**config.mk**
```make
export PLATFORM = sky130hd
export DESIGN_NAME = div_ctrl
export DESIGN_NICKNAME = d
export VERILOG_FILES = /design/src/rtl/div_ctrl.sv
export SDC_FILE = /design/constraint.sdc
export NUM_CORES = 1
export LEC_CHECK = 0
export ABC_AREA = 1
export BUFFER_PORTS_ARGS = -buffer_cell sky130_fd_sc_hd__buf_4
export CAP_MARGIN = 25
export CORE_ASPECT_RATIO = 1.5
export CORE_MARGIN = 1
export CORE_UTILIZATION = 35
export CTS_BUF_LIST = sky130_fd_sc_hd__clkbuf_8
export DETAILED_ROUTE_END_ITERATION = 6
export PLACE_DENSITY = 0.62
export SETUP_SLACK_MARGIN = 0.4
export SYNTH_ARGS = -nofsm -noshare
export SYNTH_HDL_FRONTEND = slang
export SYNTH_SLANG_ARGS = --single-unit
export TNS_END_PERCENT = 10
```
**constraint.sdc**
```tcl
create_clock -name clk -period 3.2 [get_ports clk]
set_input_delay 0.8 -clock clk [delete_from_list [all_inputs] [get_ports clk]]
set_output_delay 0.8 -clock clk [all_outputs]
set_load 0.05 [all_outputs]
```
**src/rtl/div_ctrl.sv**
```systemverilog
// div_ctrl: sequencer between the EX stage and an iterative unsigned divider.
// Optional single-entry result fuse enabled by defining DIV_CTRL_FUSE_EN.
module div_ctrl (
    input  logic        clk,
    input  logic        rst,
    input  logic        ex_valid,
    input  logic [7:0]  ex_opcode,
    input  logic [63:0] ex_op1,
    input  logic [63:0] ex_op2,
    input  logic        ex_flush,
    output logic        ex_ready,
    output logic        stall_req,
    output logic        core_start,
    output logic [63:0] core_op1,
    output logic [63:0] core_op2,
    input  logic        core_done,
    input  logic [63:0] core_quot,
    input  logic [63:0] core_rem,
    output logic        wb_valid,
    output logic [63:0] wb_data,
    input  logic        wb_ready
);

    localparam logic [7:0] OP_DIV   = 8'h01;
    localparam logic [7:0] OP_DIVU  = 8'h02;
    localparam logic [7:0] OP_REM   = 8'h03;
    localparam logic [7:0] OP_REMU  = 8'h04;
    localparam logic [7:0] OP_DIVW  = 8'h05;
    localparam logic [7:0] OP_DIVUW = 8'h06;
    localparam logic [7:0] OP_REMW  = 8'h07;
    localparam logic [7:0] OP_REMUW = 8'h08;

    typedef enum logic [1:0] {IDLE, BUSY, DONE} state_t;

    state_t      state, state_nx;
    logic [7:0]  op_q;
    logic        s1_q, s2_q;
    logic [2:0]  fin, fq;
    logic [63:0] a1, a2, m1, m2;
    logic        dz, ovf, hit, accept;
    logic [63:0] hit_data;

    // {signed, word, rem}
    function automatic logic [2:0] decode(input logic [7:0] op);
        case (op)
            OP_DIV:   return 3'b100;
            OP_DIVU:  return 3'b000;
            OP_REM:   return 3'b101;
            OP_REMU:  return 3'b001;
            OP_DIVW:  return 3'b110;
            OP_DIVUW: return 3'b010;
            OP_REMW:  return 3'b111;
            OP_REMUW: return 3'b011;
            default:  return 3'b000;
        endcase
    endfunction

    function automatic logic [63:0] wext(input logic [63:0] v, input logic w);
        return w ? {{32{v[31]}}, v[31:0]} : v;
    endfunction

    // Apply sign rules to unsigned core results, pick quot/rem, word-extend.
    function automatic logic [63:0] fixup(input logic [63:0] q, input logic [63:0] r,
                                          input logic [2:0] f, input logic s1,
                                          input logic s2);
        logic [63:0] qq, rr;
        qq = (f[2] && (s1 ^ s2)) ? -q : q;
        rr = (f[2] && s1) ? -r : r;
        return wext(f[0] ? rr : qq, f[1]);
    endfunction

    assign fin    = decode(ex_opcode);
    assign fq     = decode(op_q);
    assign accept = (state == IDLE) && ex_valid && !ex_flush;

    // Operand preparation and special-case detection for the op at the EX port.
    always_comb begin
        a1 = ex_op1;
        a2 = ex_op2;
        if (fin[1]) begin
            a1 = fin[2] ? {{32{ex_op1[31]}}, ex_op1[31:0]} : {32'h0, ex_op1[31:0]};
            a2 = fin[2] ? {{32{ex_op2[31]}}, ex_op2[31:0]} : {32'h0, ex_op2[31:0]};
        end
        m1  = (fin[2] && a1[63]) ? -a1 : a1;
        m2  = (fin[2] && a2[63]) ? -a2 : a2;
        dz  = (a2 == 64'h0);
        ovf = fin[2] && (a2 == {64{1'b1}}) &&
              (a1 == (fin[1] ? 64'hFFFF_FFFF_8000_0000 : 64'h8000_0000_0000_0000));
    end

`ifdef DIV_CTRL_FUSE_EN
    logic [63:0] e_op1, e_op2, e_quot, e_rem, a1_q, a2_q;
    logic        e_sgn, e_word, e_valid;

    assign hit = e_valid && (e_op1 == a1) && (e_op2 == a2) &&
                 (e_sgn == fin[2]) && (e_word == fin[1]);
    assign hit_data = fixup(e_quot, e_rem, fin, a1[63], a2[63]);

    // Fuse entry: refreshed on every core completion, dropped on reset/flush.
    always_ff @(posedge clk) begin
        if (rst) begin
            e_valid <= 1'b0;
            e_op1   <= '0;
            e_op2   <= '0;
            e_quot  <= '0;
            e_rem   <= '0;
            e_sgn   <= 1'b0;
            e_word  <= 1'b0;
            a1_q    <= '0;
            a2_q    <= '0;
        end else if (ex_flush) begin
            e_valid <= 1'b0;
        end else begin
            if (accept) begin
                a1_q <= a1;
                a2_q <= a2;
            end
            if (state == BUSY && core_done) begin
                e_op1   <= a1_q;
                e_op2   <= a2_q;
                e_sgn   <= fq[2];
                e_word  <= fq[1];
                e_quot  <= core_quot;
                e_rem   <= core_rem;
                e_valid <= 1'b1;
            end
        end
    end
`else
    assign hit      = 1'b0;
    assign hit_data = '0;
`endif

    // State register.
    always_ff @(posedge clk) begin
        if (rst) state <= IDLE;
        else     state <= state_nx;
    end

    // Next-state logic; flush overrides everything.
    always_comb begin
        state_nx = state;
        case (state)
            IDLE: if (accept) state_nx = (dz || ovf || hit) ? DONE : BUSY;
            BUSY: if (core_done) state_nx = DONE;
            DONE: if (wb_ready) state_nx = IDLE;
            default: state_nx = IDLE;
        endcase
        if (ex_flush) state_nx = IDLE;
    end

    // Outputs decoded from state.
    always_comb begin
        ex_ready   = (state == IDLE);
        core_start = (state == BUSY);
        wb_valid   = (state == DONE);
        stall_req  = (state != IDLE) || (ex_valid && state == IDLE);
    end

    // Datapath: capture op on accept, produce result on bypass or completion.
    always_ff @(posedge clk) begin
        if (rst) begin
            op_q     <= '0;
            s1_q     <= 1'b0;
            s2_q     <= 1'b0;
            core_op1 <= '0;
            core_op2 <= '0;
            wb_data  <= '0;
        end else if (!ex_flush) begin
            if (accept) begin
                op_q     <= ex_opcode;
                s1_q     <= a1[63];
                s2_q     <= a2[63];
                core_op1 <= m1;
                core_op2 <= m2;
                if (dz)
                    wb_data <= wext(fin[0] ? a1 : {64{1'b1}}, fin[1]);
                else if (ovf)
                    wb_data <= wext(fin[0] ? 64'h0 : a1, fin[1]);
                else if (hit)
                    wb_data <= hit_data;
            end else if (state == BUSY && core_done) begin
                wb_data <= fixup(core_quot, core_rem, fq, s1_q, s2_q);
            end
        end
    end

endmodule

```
== Yosys cells after proc, flatten, opt, wreduce, memory -nomap -nowiden ==
Memories as Yosys holds them, arrays and structs flattened. A register that Yosys moved wholly into a read port is not among the register bits.
Index checks and enable logic that the tools add are counted.
Storage, ports and cells
  register bits after elaboration: 204
  memories: 2
  output and inout port bits: 196
  input bits: 270
  ROM bits: 96
  bits in latches: 0
  bits in writable memories: 0
  logic and storage cells: 73
Operators by class
  $lt $le $gt $ge: 0
  reductions and logical operators: 22
  shifts and indexed selects: 0
  eq/ne operators: 8
  add/sub/neg operators: 4
  multipliers: 0
  divide/modulo/power cells: 0
  bitwise logic cells: 2
  muxes and demuxes: 28
Memories
  (name not given): depth 16, bits a word 3, read ports 1, clocked after Yosys merged registers in 1, wr ports 0, line 45  | case (op)
  (name not given): depth 16, bits a word 3, read ports 1, clocked after Yosys merged registers in 0, wr ports 0, line 45
Operators by type and width (number)
  $mux W64: 18
  $neg A64 Y64: 4
  $eq A64 B64 Y1: 1
  $eq A64 B64 Y1 const B: 1
  $logic_not A64 Y1: 1
  $mux W63: 1
  $logic_and A1 B1 Y1: 9
  $logic_not A4 Y1: 2
  $mux W2: 4
  $mux W4: 2
  $mux W3: 2
  $ne A2 B1 Y1 const B: 3
  $pmux W2 S3: 1
  $reduce_and A3 Y1: 2
  $reduce_bool A2 Y1: 2
  $ne A3 B3 Y1 const B: 1
  $eq A2 B1 Y1 const B: 1
  $eq A2 B2 Y1 const B: 1
  $logic_not A2 Y1: 1
  $logic_or A1 B1 Y1: 2
  $reduce_and A2 Y1: 1
  $reduce_or A2 Y1: 1
  $logic_not A1 Y1: 1
  $not A1 Y1: 1
  $xor A1 B1 Y1: 1

== Depth between registers and ports, before layout ==
Gate-level depths: netlist of the first run.
  word-level depth: 11
  depth in mapped cells: 24
  gate-level depth less buffers: 21

== Worst setup path before layout of the first run ==
OpenSTA, ideal clock, no wires.
  path type: register -> register
  start point: reg state[1]
  end point: reg (tool-made name)
  stages on the path, launching flop included: 15
  path buffers: 1
  clock period less this slack: 2967 ps
  data required time: 3126 ps
  library setup time: 74 ps
  setup slack: 233 ps
  arrival: 2893 ps
  cells stage by stage: dfxtp_1 nor2_1 inv_1 nor2_1 inv_1 nor2_1 clkbuf_1 or2_2 inv_1 nor3_1 inv_1 ha_1 nor2_1 a21oi_1 o21ai_0
RTL lines
  from (decl): line 35  | state_t state, state_nx;
  from (signal assigned): line 137  | else state <= state_nx;

== Final worst setup path of the first run ==
  start point: in ex_opcode[0]
  end point: reg wb_data[44]
Between the ends
  word-level cells in the longest chain between the ends: 9
  elaborated cells on any way between the ends: 21
  classes of those cells: eq/ne: 3; mux: 13; reduce/logical: 4; memory: 1
Ends and longest elaborated chain
  from (decl): line 7  | input logic [7:0] ex_opcode,
  $mem_v2 Z16 W3 (*)
  $mux W3 (*): line 45
  $mux W64 (on tied branches): line 82, 81
  $mux W64: line 80  | if (fin[1]) begin
  $eq A64 B64 Y1 or $mux W64 (tied branches): line 87, 179
  $logic_and A1 B1 Y1 or $mux W64 (tied branches): line 87, 59
  $logic_and A1 B1 Y1 or $mux W64 (tied branches): line 87, 178
  $ne A3 B3 Y1 (no source line) or $mux W64 (tied branches)
  $reduce_and A3 Y1 (no source line) or $mux W64 (tied branches)
  to (signal assigned): line 177  | wb_data <= wext(fin[0] ? a1 : {64{1'b1}}, fin[1]);
  to (signal assigned): line 179  | wb_data <= wext(fin[0] ? 64'h0 : a1, fin[1]);
  to (signal assigned): line 181  | wb_data <= hit_data;
  to (decl): line 20  | output logic [63:0] wb_data,
Every way passes the cells marked *; elsewhere a longest branch is shown, timed or not. The select of a mux whose other input is x is not followed.
A chain may end at the register's enable or synchronous reset.

==> qor_table.md, run 1 <==
| Parameter | Value |
|---|---|
| Remaining max-slew budget at the tightest pin | 0.5547 |
| Layout cells sized above 1 | 0.2173 |
| Final worst path period share | 0.8892 |
| Routed via count divided by cell count | 5.067 |
| Final standard cell area without fillers | 27680 µm² |
| Post-layout power | 8.615 mW |
| Setup slack of the critical path after layout | 0.3547 ns |
| Post-Synth Adder-Cell Area | 0.006286 |
| Total count of hold-check failures in the final report | 0 |
| Worst Tran Pin Value | 0.6679 ns |
| Worst setup timing slack at the placement stage | -0.2547 ns |
| Final RePlAce weighted congestion | 1.014 |
| Area overhead of the layout relative to synthesis | 39.08% |
| Proportion of synthesized chip area in sequential cells | 0.2082 |
| Clock insertion delay at the later pin of the skew report | 0.60 ns |
| Number of buffers created by CTS | 36 |
| Antenna violations before repair | 7 |
| Total Die Area | 57850 µm² |
| Buffer depth of the longest clock path | 3 |
| I/O pin cnt | 466 |
| CTS clock-pin slew for the worst setup and hold paths | 0.06 ns |
| Startpoint of the worst register-to-register path | state[1]$_SDFFE_PP0P_ |
| Endpoints failing setup | 0 |
| Synthesis-stage register bit count | 207 |
| Number of cell instances on the worst register-to-register path | 12 |
| Chip height | 294.1 µm |
| Worst min-delay path endpoint | op_q[4]$_SDFFE_PP0P_ |
| Final net count | 4724 |
| Final ANT Viol Nets | 0 |
| Cell depth of the worst min-delay path | 2 |
| Arrival @ worst endpoint | 3.34 ns |
| Reported leakage power | 14.88 nW |
| Area share of xor/xnor cells in the synthesized design | 0.02728 |
| Highest-utilization routing layer at the global route stage | met2 |
| Largest net degree at the start of global routing | 116 |
| Fin Clk Skew | 0.03219 ns |
| Compound-gate portion of the synthesized area | 0.1519 |
| Post-synth net total | 4049 |
| Global routing usage summed across all routing layers | 0.3217 |
| Number of global-route vias before repair | 25390 |
| Kind of launch point of the worst setup path | primary input |
| Maximum Capacitance Violations | 0 |
| Met1 usage | 0.3400 |
| Cell area after technology mapping | 19910 µm² |
| Fmax | 351.5 MHz |
| Final HPWL DP | 78060 µm |
| Power Dens Cells | 311.2 nW/µm² |
| Port-buffer cells | 465 |
| Maximum resistive drop on vdd | 0.3001 mV |
| Unrepaired setup endpoints after global routing | yes |
| Number of H-tree branching levels | 2 |
| Drt drc | 0 |
| Placement Rows | 106 |
| Status | complete, no violations |
| Met3 track utilization from global routing | 0.03908 |
| Pins over their slew limit | 0 |
| Sum of negative setup slack | 0 ns |
| Wire length of the first global-routing pass | 142000 µm |
| Chip Width | 196.7 µm |
| Type of the worst setup path | in2reg |
| Clock tree from TritonCTS | yes |
| Primary flip-flop cell chosen by synthesis mapping | sky130_fd_sc_hd__dfxtp_1 |
| Asr flop ratio synth | 0 |
| Worst reg-to-reg setup slack | 0.51 ns |
| Basic-gate share of the synthesized area counting and, or, nand and nor cells | 0.4844 |
| Global route total overflow | 0 |
| Post-place instance area | 26330 µm² |
| Post-synthesis mux area share | 0 |
| Hold Startpoint | op_q[4]$_SDFFE_PP0P_ |
| Destination of the worst register-to-register timing path | core_op1[49]$_SDFFE_PP0P_ |
| Floorplan Core Area | 55970 µm² |
| Number of library cell types mapped by synthesis | 39 |
| Syn avg cell area | 5.281 µm² |
| Required time worst endpoint | 3.70 ns |
| First DRT Iteration DRCs | 1465 |
| Synth warn | 0 |
| Met2 usage | 0.5814 |
| Total Routed Length | 98540 µm |
| Maximum fanout encountered on the critical timing path | 10 |
| Hold crit path type | reg2reg |
| Effective utilization at floorplan | 0.3557 |
| Worst hold slack | 0.4790 ns |
| Number of enable-type register cells in the synthesized netlist | 0 |
| Cell chosen for the clock root | sky130_fd_sc_hd__clkbuf_8 |
| Vias | 26490 |
| Worst Setup End Kind | register |
| Dominant combinational cell family by area after synthesis | simple AND/OR/NAND/NOR gates |
| Synth Instances | 3769 |
| DR WL/cell | 18.85 µm |
| Number of clock sinks seen by CTS | 207 |
| Final critical path time including I/O delays and setup | 2.845 ns |
| Number of iterations in the first detailed-routing pass | 7 |
==> placed cells by master, fill, tap and decap left out, types with 7 or more instances in the layout <==
| cell type | Yosys | final |
|---|---|---|
| sky130_fd_sc_hd__nor2_2 | 10 | 20 |
| sky130_fd_sc_hd__or2_2 | 15 | 15 |
| sky130_fd_sc_hd__xnor2_1 | 18 | 18 |
| sky130_fd_sc_hd__inv_1 | 430 | 434 |
| sky130_fd_sc_hd__dfxtp_1 | 207 | 207 |
| sky130_fd_sc_hd__o21ai_1 | 21 | 18 |
| sky130_fd_sc_hd__o21bai_1 | 29 | 29 |
| sky130_fd_sc_hd__o211ai_1 | 17 | 17 |
| sky130_fd_sc_hd__ha_1 | 10 | 8 |
| sky130_fd_sc_hd__diode_2 | 0 | 7 |
| sky130_fd_sc_hd__nand2_4 | 0 | 7 |
| sky130_fd_sc_hd__a31oi_1 | 10 | 10 |
| sky130_fd_sc_hd__xor2_1 | 44 | 44 |
| sky130_fd_sc_hd__nor3_1 | 41 | 38 |
| sky130_fd_sc_hd__nor2_4 | 3 | 11 |
| sky130_fd_sc_hd__a21oi_1 | 95 | 94 |
| sky130_fd_sc_hd__nand4_1 | 53 | 53 |
| sky130_fd_sc_hd__nand2_2 | 3 | 25 |
| sky130_fd_sc_hd__nor2_1 | 581 | 563 |
| sky130_fd_sc_hd__nand3b_1 | 29 | 29 |
| sky130_fd_sc_hd__nand2_1 | 1281 | 1251 |
| sky130_fd_sc_hd__buf_6 | 9 | 12 |
| sky130_fd_sc_hd__buf_12 | 0 | 16 |
| sky130_fd_sc_hd__clkbuf_8 | 0 | 44 |
| sky130_fd_sc_hd__inv_2 | 13 | 12 |
| sky130_fd_sc_hd__o221ai_1 | 38 | 38 |
| sky130_fd_sc_hd__clkbuf_16 | 0 | 11 |
| sky130_fd_sc_hd__nand3_1 | 316 | 312 |
| sky130_fd_sc_hd__o21ai_0 | 274 | 272 |
| sky130_fd_sc_hd__buf_4 | 6 | 765 |
| sky130_fd_sc_hd__o21a_1 | 27 | 27 |
==> cell usage after synthesis (11+ instances only) <==
cell type,n,share of area
sky130_fd_sc_hd__nand2_1,1281,0.24
sky130_fd_sc_hd__nor2_1,581,0.11
sky130_fd_sc_hd__inv_1,430,0.081
sky130_fd_sc_hd__nand3_1,316,0.079
sky130_fd_sc_hd__o21ai_0,274,0.069
sky130_fd_sc_hd__dfxtp_1,207,0.21
sky130_fd_sc_hd__clkbuf_1,118,0.022
sky130_fd_sc_hd__a21oi_1,95,0.024
sky130_fd_sc_hd__nand4_1,53,0.017
sky130_fd_sc_hd__xor2_1,44,0.019
sky130_fd_sc_hd__nor3_1,41,0.010
sky130_fd_sc_hd__o221ai_1,38,0.017
sky130_fd_sc_hd__nand3b_1,29,0.011
sky130_fd_sc_hd__o21bai_1,29,0.011
sky130_fd_sc_hd__buf_2,27,0.0068
sky130_fd_sc_hd__o21a_1,27,0.010
sky130_fd_sc_hd__o21ai_1,21,0.0053
sky130_fd_sc_hd__xnor2_1,18,0.0079
sky130_fd_sc_hd__o211ai_1,17,0.0064
sky130_fd_sc_hd__or2_2,15,0.0047
sky130_fd_sc_hd__inv_2,13,0.0025
sky130_fd_sc_hd__buf_1,11,0.0021
==> stage by stage <==
step | std cells | util
2_1_floorplan | 3769 | -
3_3_place_gp | 5138 | 0.4705
3_5_place_dp | 5138 | 0.4705
4_1_cts | 5196 | 0.4827
5_1_grt | 5227 | 0.4946
6_report | 5227 | 0.4946
==> per-layer routing <==
metal,vias up,part of all wire
met4,0,0.081
met2,908,0.49
met3,273,0.051
met5,-,0
li1,13350,-
met1,11960,0.37
==> report_power, final <==
part	switching [mW]	internal, mW
sequential	0.136	2.76
combinational	2.09	1.16
clock	1.23	1.24
total	3.46	5.16
==> area by class of cell <==
cell class / count / area [µm²]
Sequential cell: 207 / 4144
Clock inverter: 14 / 77.57
Tap cell: 756 / 945.9
Multi-Input combinational cell: 2949 / 13670
Fill cell: 6239 / 28280
Antenna cell: 7 / 17.52
Inverter: 443 / 1677
Timing Repair Buffer: 807 / 6544
Clock buffer: 44 / 605.6
==> worst max-delay path by stage <==
stage / startpoint / to / slack (ns) / cells past startpoint
CTS: ex_opcode[1] / core_op2[57]$_SDFFE_PP0P_ / 0.38 / 20
global placement: ex_opcode[1] / core_op2[57]$_SDFFE_PP0P_ / -0.31 / 20
floorplan: ex_opcode[0] / wb_data[43]$_SDFFE_PP0P_ / 0.33 / 21
finish: ex_opcode[0] / wb_data[44]$_SDFFE_PP0P_ / 0.35 / 22
detailed placement: ex_opcode[1] / core_op2[57]$_SDFFE_PP0P_ / -0.25 / 20
global route: ex_opcode[0] / wb_data[19]$_SDFFE_PP0P_ / 0.19 / 23
==> sequential cells by signal (all words and copies together) (netlist names), named ones only <==
| name | flops |
|---|---|
| wb_data | 64 |
| op_q | 8 |
| core_op1 | 64 |
| state | 2 |
| s1_q | 1 |
| core_op2 | 64 |
| s2_q | 1 |
==> kinds of logic after synthesis <==
group,after synthesis
DFF,207
adders and majority gates,10
and+or+nand+nor,2348
buffers and inverters,614
xor gates and xnor gates,62
AOI/OAI and AO/OA,528
==> critical path: stages <==
cell,delay (ns)
sky130_fd_sc_hd__buf_4,0.10
sky130_fd_sc_hd__inv_4,0.04
sky130_fd_sc_hd__ha_4,0.14
sky130_fd_sc_hd__inv_1,0.04
sky130_fd_sc_hd__nand2_1,0.05
sky130_fd_sc_hd__nand2_2,0.10
sky130_fd_sc_hd__nand3_4,0.09
sky130_fd_sc_hd__buf_12,0.15
sky130_fd_sc_hd__buf_4,0.16
sky130_fd_sc_hd__nand2_1,0.11
sky130_fd_sc_hd__buf_4,0.13
sky130_fd_sc_hd__nand2_1,0.08
sky130_fd_sc_hd__nor2_2,0.14
sky130_fd_sc_hd__nand2_1,0.10
sky130_fd_sc_hd__nor2_4,0.18
sky130_fd_sc_hd__nand3_4,0.11
sky130_fd_sc_hd__nand3_4,0.18
sky130_fd_sc_hd__nand2_8,0.16
sky130_fd_sc_hd__clkbuf_16,0.25
sky130_fd_sc_hd__nand2_1,0.05
sky130_fd_sc_hd__nand2_1,0.04
sky130_fd_sc_hd__nor2_1,0.11
==> repair_timing <==
action                                  in CTS  in global routing
hold buffers                                 0                  0
buffers inserted                             0                  7
resized for setup                            1                 68
endpoints found under the hold margin        0                  0
gates cloned                                 0                 17
endpoints found under the setup margin       2                 99
pin swaps                                    0                 21
Power figures use the tool's default switching activity.
==> inputs of run 2 (changes only) <==
--- a/config.mk
+++ b/config.mk
@@ -14,7 +14,7 @@
 export CTS_BUF_LIST = sky130_fd_sc_hd__clkbuf_8
 export DETAILED_ROUTE_END_ITERATION = 6
 export PLACE_DENSITY = 0.62
-export SETUP_SLACK_MARGIN = 0.4
+export SETUP_SLACK_MARGIN = 0.02
 export SYNTH_ARGS = -nofsm -noshare
 export SYNTH_HDL_FRONTEND = slang
 export SYNTH_SLANG_ARGS = --single-unit
==> qor_table.md, run 2 (synthesis gave the netlist of run 1 again) <==
| Parameter | Value |
|---|---|
| Status | complete, no violations |
| Final HPWL DP | 80550 µm |
| Most frequent cells in the layout | 1278 x sky130_fd_sc_hd__nand2_1, 796 x sky130_fd_sc_hd__buf_4, 578 x sky130_fd_sc_hd__nor2_1 |
| Number of clock sinks seen by CTS | 207 |
| Antenna violations before repair | 9 |
| Fmax | 333.4 MHz |
| Kind of launch point of the worst setup path | primary input |
| Worst Setup End Kind | register |
| Final standard cell area without fillers | 27380 µm² |
| Number of iterations in the first detailed-routing pass | 6 |
| Clock tree from TritonCTS | yes |
| Total Die Area | 57850 µm² |
| Global routing usage summed across all routing layers | 0.3316 |
| Number of global-route vias before repair | 25350 |
| Fin Clk Skew | 0.03079 ns |
| Cell Chain, Critical Path | buf_4 > inv_1 > ha_1 > nand2_1 > nand2_1 > nand3_2 > buf_12 > nand2_1 > nand2_1 > inv_1 > nand3_1 > nor3_1 > buf_4 > nand3_1 > buf_4 > nand3_1 > nand3_1 > nand2_1 > inv_1 |
| Total count of hold-check failures in the final report | 0 |
| Port-buffer cells | 465 |
| Count of instances resized after the clock tree is built | 0 |
| Area overhead of the layout relative to synthesis | 37.53% |
| Required time worst endpoint | 3.67 ns |
| Startpoint of the worst register-to-register path | op_q[7]$_SDFFE_PP0P_ |
| Wire length of the first global-routing pass | 146000 µm |
| I/O pin cnt | 466 |
| Hold-fix buffers at CTS | 0 |
| Post-CTS setup buffer count | 0 |
| Vias | 26100 |
| Destination of the worst register-to-register timing path | wb_data[38]$_SDFFE_PP0P_ |
| Chip height | 294.1 µm |
| Buffer depth of the longest clock path | 3 |
| Maximum Capacitance Violations | 0 |
| Global route total overflow | 0 |
| Start point of the critical path | ex_opcode[0] |
| Post-layout power | 8.917 mW |
| Number of filler cells placed in the layout | 6270 |
| Most common cell after layout, fill and taps aside | sky130_fd_sc_hd__nand2_1 |
| Cell depth of the worst min-delay path | 2 |
| CTS clock-pin slew for the worst setup and hold paths | 0.06 ns |
| Remaining max-slew budget at the tightest pin | 0.6335 |
| Reported leakage power | 14.81 nW |
| Unrepaired setup endpoints after global routing | no |
| Storage element area | 4144 µm² |
| Chip Width | 196.7 µm |
| Pins over their slew limit | 0 |
| Power Dens Cells | 325.7 nW/µm² |
| Post-place instance area | 26550 µm² |
| Layout cells sized above 1 | 0.2071 |
| Placement Rows | 106 |
| Number of cell instances on the worst register-to-register path | 13 |
| Floorplan Core Area | 55970 µm² |
| Effective utilization at floorplan | 0.3557 |
| Clock insertion delay at the later pin of the skew report | 0.59 ns |
| Type of the worst setup path | in2reg |
| Slowest stage cell, crit path | sky130_fd_sc_hd__nor3_1 |
| Maximum resistive drop on vdd | 0.3140 mV |
| Number of buffers created by CTS | 36 |
| Final net count | 4734 |
| Routed via count divided by cell count | 4.977 |
| Final ANT Viol Nets | 0 |
| Number of H-tree branching levels | 2 |
| Area of the multi-input gates | 13370 µm² |
| Worst reg-to-reg setup slack | 0.38 ns |
| Crit-path most repeated cell | sky130_fd_sc_hd__nand2_1 |
| DR WL/cell | 18.75 µm |
| Kind of cell adding the most delay to the critical path | simple AND/OR/NAND/NOR gates |
| Final worst path period share | 0.9375 |
| Final critical path time including I/O delays and setup | 3.000 ns |
| Crit path buf inv count | 7 |
| Drt drc | 0 |
| Final RePlAce weighted congestion | 1.008 |
| Hold crit path type | in2reg |
| First DRT Iteration DRCs | 1496 |
| Biggest registers after layout | core_op1 (64), core_op2 (64), wb_data (64) |
| Endpoints failing setup | 0 |
| Final core area utilization | 0.4891 |
| Slowest stage delay, CP | 0.48 ns |
| Cell chosen for the clock root | sky130_fd_sc_hd__clkbuf_8 |
| Arrival @ worst endpoint | 3.47 ns |
| Total Routed Length | 98300 µm |
| Worst Tran Pin Value | 0.5440 ns |
| Hold Startpoint | rst |
| Worst min-delay path endpoint | s1_q$_SDFFE_PP0P_ |
| Largest net degree at the start of global routing | 100 |
| Maximum fanout encountered on the critical timing path | 25 |
[run 2: power breakdown]
| group | internal [mW] | switching, mW |
|---|---|---|
| Clock | 1.53 | 1.27 |
| Sequential | 2.76 | 0.135 |
| Combinational | 1.15 | 2.08 |
| Total | 5.44 | 3.48 |
[run 2: metal layers]
metal,part of all wire,wire length [µm],up-vias,GRT usage
li1,-,-,13360,-
met1,0.38,36880,11630,0.3480
met2,0.51,49770,886,0.6163
met3,0.047,4587,233,0.03461
met4,0.072,7052,2,0.2275
met5,0.000092,9,-,0
[run 2: stage by stage]
step / TNS [ns] / std cells / hold slack [ns] / setup WS (ns)
CTS: 0 / 5236 / 0.4372 / 0.2982
global placement: -16.12 / 5172 / 0.4677 / -0.3027
floorplan: 0 / 3769 / 0.4499 / 0.2326
finish: 0 / 5244 / 0.4747 / 0.2002
global route: 0 / 5244 / 0.4659 / 0.06576
detailed placement: -17.58 / 5172 / 0.4760 / -0.3131
[run 2: how the worst max path moves through the flow]
| stage | end | slack, ns | cells past startpoint |
|---|---|---|---|
| floorplan | register | 0.23 | 14 |
| global placement | core_op2[57]$_SDFFE_PP0P_ | -0.30 | 20 |
| detailed placement | core_op2[57]$_SDFFE_PP0P_ | -0.31 | 20 |
| CTS | core_op2[57]$_SDFFE_PP0P_ | 0.30 | 20 |
| global route | wb_data[61]$_SDFFE_PP0P_ | 0.07 | 20 |
| finish | core_op2[57]$_SDFFE_PP0P_ | 0.20 | 19 |
[run 2: cell type report]
| class | instances | share of cell area |
|---|---|---|
| diodes | 8 | 0.0007313 |
| clock buffers | 45 | 0.02262 |
| clock inverters | 19 | 0.006901 |
| inverters | 443 | 0.06097 |
| multi-input cells | 2948 | 0.4885 |
| flip-flops and latches | 207 | 0.1514 |
| well taps | 756 | 0.03455 |
| repair buffers | 818 | 0.2344 |
[run 2: worst reg2reg max path, cell delays in order, from the launching register on]
cell and delay, ns:
sky130_fd_sc_hd__dfxtp_1 0.31, sky130_fd_sc_hd__nor2_1 0.16, sky130_fd_sc_hd__nand4_1 0.24, sky130_fd_sc_hd__nor2_4 0.47, sky130_fd_sc_hd__o21ai_0 0.30, sky130_fd_sc_hd__or2_2 0.33
sky130_fd_sc_hd__nand3_1 0.10, sky130_fd_sc_hd__nand3b_1 0.13, sky130_fd_sc_hd__buf_12 0.19, sky130_fd_sc_hd__nand2_1 0.10, sky130_fd_sc_hd__nand2_1 0.07, sky130_fd_sc_hd__nand2_1 0.17
sky130_fd_sc_hd__nor2_1 0.06, sky130_fd_sc_hd__nor2_1 0.09
==> inputs of run 3 (changes only) <==
--- a/config.mk
+++ b/config.mk
@@ -11,7 +11,6 @@
 export CORE_ASPECT_RATIO = 1.5
 export CORE_MARGIN = 1
 export CORE_UTILIZATION = 35
-export CTS_BUF_LIST = sky130_fd_sc_hd__clkbuf_8
 export DETAILED_ROUTE_END_ITERATION = 6
 export PLACE_DENSITY = 0.62
 export SETUP_SLACK_MARGIN = 0.02
==> qor_table.md, run 3 (synthesis gave the netlist of run 1 again) <==
| Parameter | Value |
|---|---|
| Most frequent cells in the layout | 1278 x sky130_fd_sc_hd__nand2_1, 796 x sky130_fd_sc_hd__buf_4, 578 x sky130_fd_sc_hd__nor2_1 |
| Count of instances resized after the clock tree is built | 0 |
| Global routing usage summed across all routing layers | 0.3295 |
| Remaining max-slew budget at the tightest pin | 0.6377 |
| Startpoint of the worst register-to-register path | op_q[7]$_SDFFE_PP0P_ |
| Maximum resistive drop on vdd | 0.4414 mV |
| Maximum Capacitance Violations | 0 |
| Non-filler cells, final | 5220 |
| Maximum fanout encountered on the critical timing path | 25 |
| Required time worst endpoint | 3.64 ns |
| Chip height | 294.1 µm |
| Effective utilization at floorplan | 0.3557 |
| Floorplan Core Area | 55970 µm² |
| Unrepaired setup endpoints after global routing | no |
| Number of cell instances on the worst register-to-register path | 13 |
| Worst Setup End Kind | register |
| Final critical path time including I/O delays and setup | 3.028 ns |
| Total Routed Length | 97780 µm |
| Most common cell after layout, fill and taps aside | sky130_fd_sc_hd__nand2_1 |
| Fmax | 330.3 MHz |
| Buffer depth of the longest clock path | 3 |
| Total count of hold-check failures in the final report | 0 |
| DR WL/cell | 18.73 µm |
| Cell depth of the worst min-delay path | 2 |
| Final HPWL DP | 80550 µm |
| Layout cells sized above 1 | 0.2031 |
| First DRT Iteration DRCs | 1551 |
| Final RePlAce weighted congestion | 1.008 |
| Endpoints failing setup | 0 |
| Type of the worst setup path | in2reg |
| Worst Tran Pin Value | 0.5378 ns |
| Final ANT Viol Nets | 0 |
| Number of H-tree branching levels | 1 |
| Number of global-route vias before repair | 25300 |
| Vias | 26140 |
| Hold Startpoint | op_q[4]$_SDFFE_PP0P_ |
| Number of iterations in the first detailed-routing pass | 6 |
| Crit-path most repeated cell | sky130_fd_sc_hd__nand2_1 |
| Placement Rows | 106 |
| Hold-fix buffers at CTS | 0 |
| Total Die Area | 57850 µm² |
| Drt drc | 0 |
| Area overhead of the layout relative to synthesis | 36.94% |
| Worst reg-to-reg setup slack | 0.43 ns |
| Chip Width | 196.7 µm |
| Hold crit path type | reg2reg |
| Post-CTS setup buffer count | 0 |
| I/O pin cnt | 466 |
| Status | complete, no violations |
| CTS clock-pin slew for the worst setup and hold paths | 0.06 ns |
| Routed via count divided by cell count | 5.007 |
| Kind of launch point of the worst setup path | primary input |
| Arrival @ worst endpoint | 3.47 ns |
| Worst min-delay path endpoint | op_q[4]$_SDFFE_PP0P_ |
| Fin Clk Skew | 0.01566 ns |
| Post-layout power | 8.696 mW |
| Power Dens Cells | 319.0 nW/µm² |
| Slowest stage delay, CP | 0.49 ns |
| Antenna violations before repair | 10 |
| Clock tree from TritonCTS | yes |
| Cell chosen for the clock root | sky130_fd_sc_hd__clkbuf_16 |
| Reported leakage power | 14.72 nW |
| Worst hold slack | 0.4883 ns |
| Wire length of the first global-routing pass | 145400 µm |
| Port-buffer cells | 465 |
| Number of buffers created by CTS | 22 |
| Slowest stage cell, crit path | sky130_fd_sc_hd__nor3_1 |
| Number of clock sinks seen by CTS | 207 |
| Biggest registers after layout | core_op1 (64), core_op2 (64), wb_data (64) |
| Clock insertion delay at the later pin of the skew report | 0.55 ns |
| Destination of the worst register-to-register timing path | wb_data[38]$_SDFFE_PP0P_ |
| Final worst path period share | 0.9461 |
| Global route total overflow | 0 |
| Cell Chain, Critical Path | buf_4 > inv_1 > ha_1 > inv_1 > nand2_1 > nand2_1 > nand3_2 > buf_12 > nand2_1 > nand2_1 > inv_1 > nand3_1 > nor3_1 > buf_4 > nand3_1 > buf_4 > nand3_1 > nand3_1 > nand2_1 > inv_1 |
| Instance count after placement with tap cells included | 5172 |
| Final net count | 4720 |
| Pins over their slew limit | 0 |
| Largest net degree at the start of global routing | 100 |
[run 3: cell types whose count changed in the layout (fill, tap and decap cells not counted), moves of 2 or more]
cell	change
sky130_fd_sc_hd__clkbuf_8	-43
sky130_fd_sc_hd__clkbuf_16	+22
sky130_fd_sc_hd__inv_1	-7
sky130_fd_sc_hd__clkbuf_1	+6
sky130_fd_sc_hd__clkinv_2	+5
sky130_fd_sc_hd__clkinvlp_4	-4
sky130_fd_sc_hd__bufinv_16	-2
[run 3: worst max path at each step]
stage	startpoint	to	slack, ns	cells past startpoint
2_1_floorplan	state[1]$_SDFFE_PP0P_	register	0.23	14
3_3_place_gp	ex_opcode[1]	core_op2[57]$_SDFFE_PP0P_	-0.30	20
3_5_place_dp	ex_opcode[1]	core_op2[57]$_SDFFE_PP0P_	-0.31	20
4_1_cts	ex_opcode[1]	core_op2[57]$_SDFFE_PP0P_	0.26	20
5_1_grt	ex_opcode[0]	wb_data[20]$_SDFFE_PP0P_	0.04	20
6_report	ex_opcode[1]	core_op2[57]$_SDFFE_PP0P_	0.17	20
[run 3: cell type report]
class	instances	area, µm²
Antenna cell	8	20.02
Clock buffer	30	600.6
Clock inverter	10	88.84
Fill cell	6281	28710
Inverter	443	1669
Multi-Input combinational cell	2948	13370
Sequential cell	207	4144
Tap cell	756	945.9
Timing Repair Buffer	818	6416
[run 3: worst max-delay path, delay by kind of cell]
family	cells	cell delay [ns]
buf+inv	8	0.90
fa+ha+maj	1	0.18
simple gates	11	1.56
[run 3: routing by layer]
metal,GRT usage,wire [µm],vias to the layer above
met4,0.2276,7367,4
met1,0.3458,36340,11670
met3,0.03519,4820,260
met5,0,19,-
li1,-,-,13320
met2,0.6112,49230,888
[run 3: through the flow]
step | utilization | setup WS (ns) | setup TNS, ns | instance area [µm²]
after floorplan | - | 0.2326 | 0 | 19910
after global placement | 0.4743 | -0.3027 | -16.12 | 26550
after detailed placement | 0.4743 | -0.3131 | -17.58 | 26550
after CTS | 0.4867 | 0.2570 | 0 | 27240
after global routing | 0.4870 | 0.04482 | 0 | 27260
final | 0.4870 | 0.1725 | 0 | 27260
[run 3: power breakdown]
| group | leakage [nW] | internal (mW) | total (mW) | switching (mW) |
|---|---|---|---|---|
| clock | 0.341 | 1.40 | 2.58 | 1.17 |
| sequential | 1.70 | 2.76 | 2.89 | 0.135 |
| combinational | 12.7 | 1.15 | 3.23 | 2.07 |
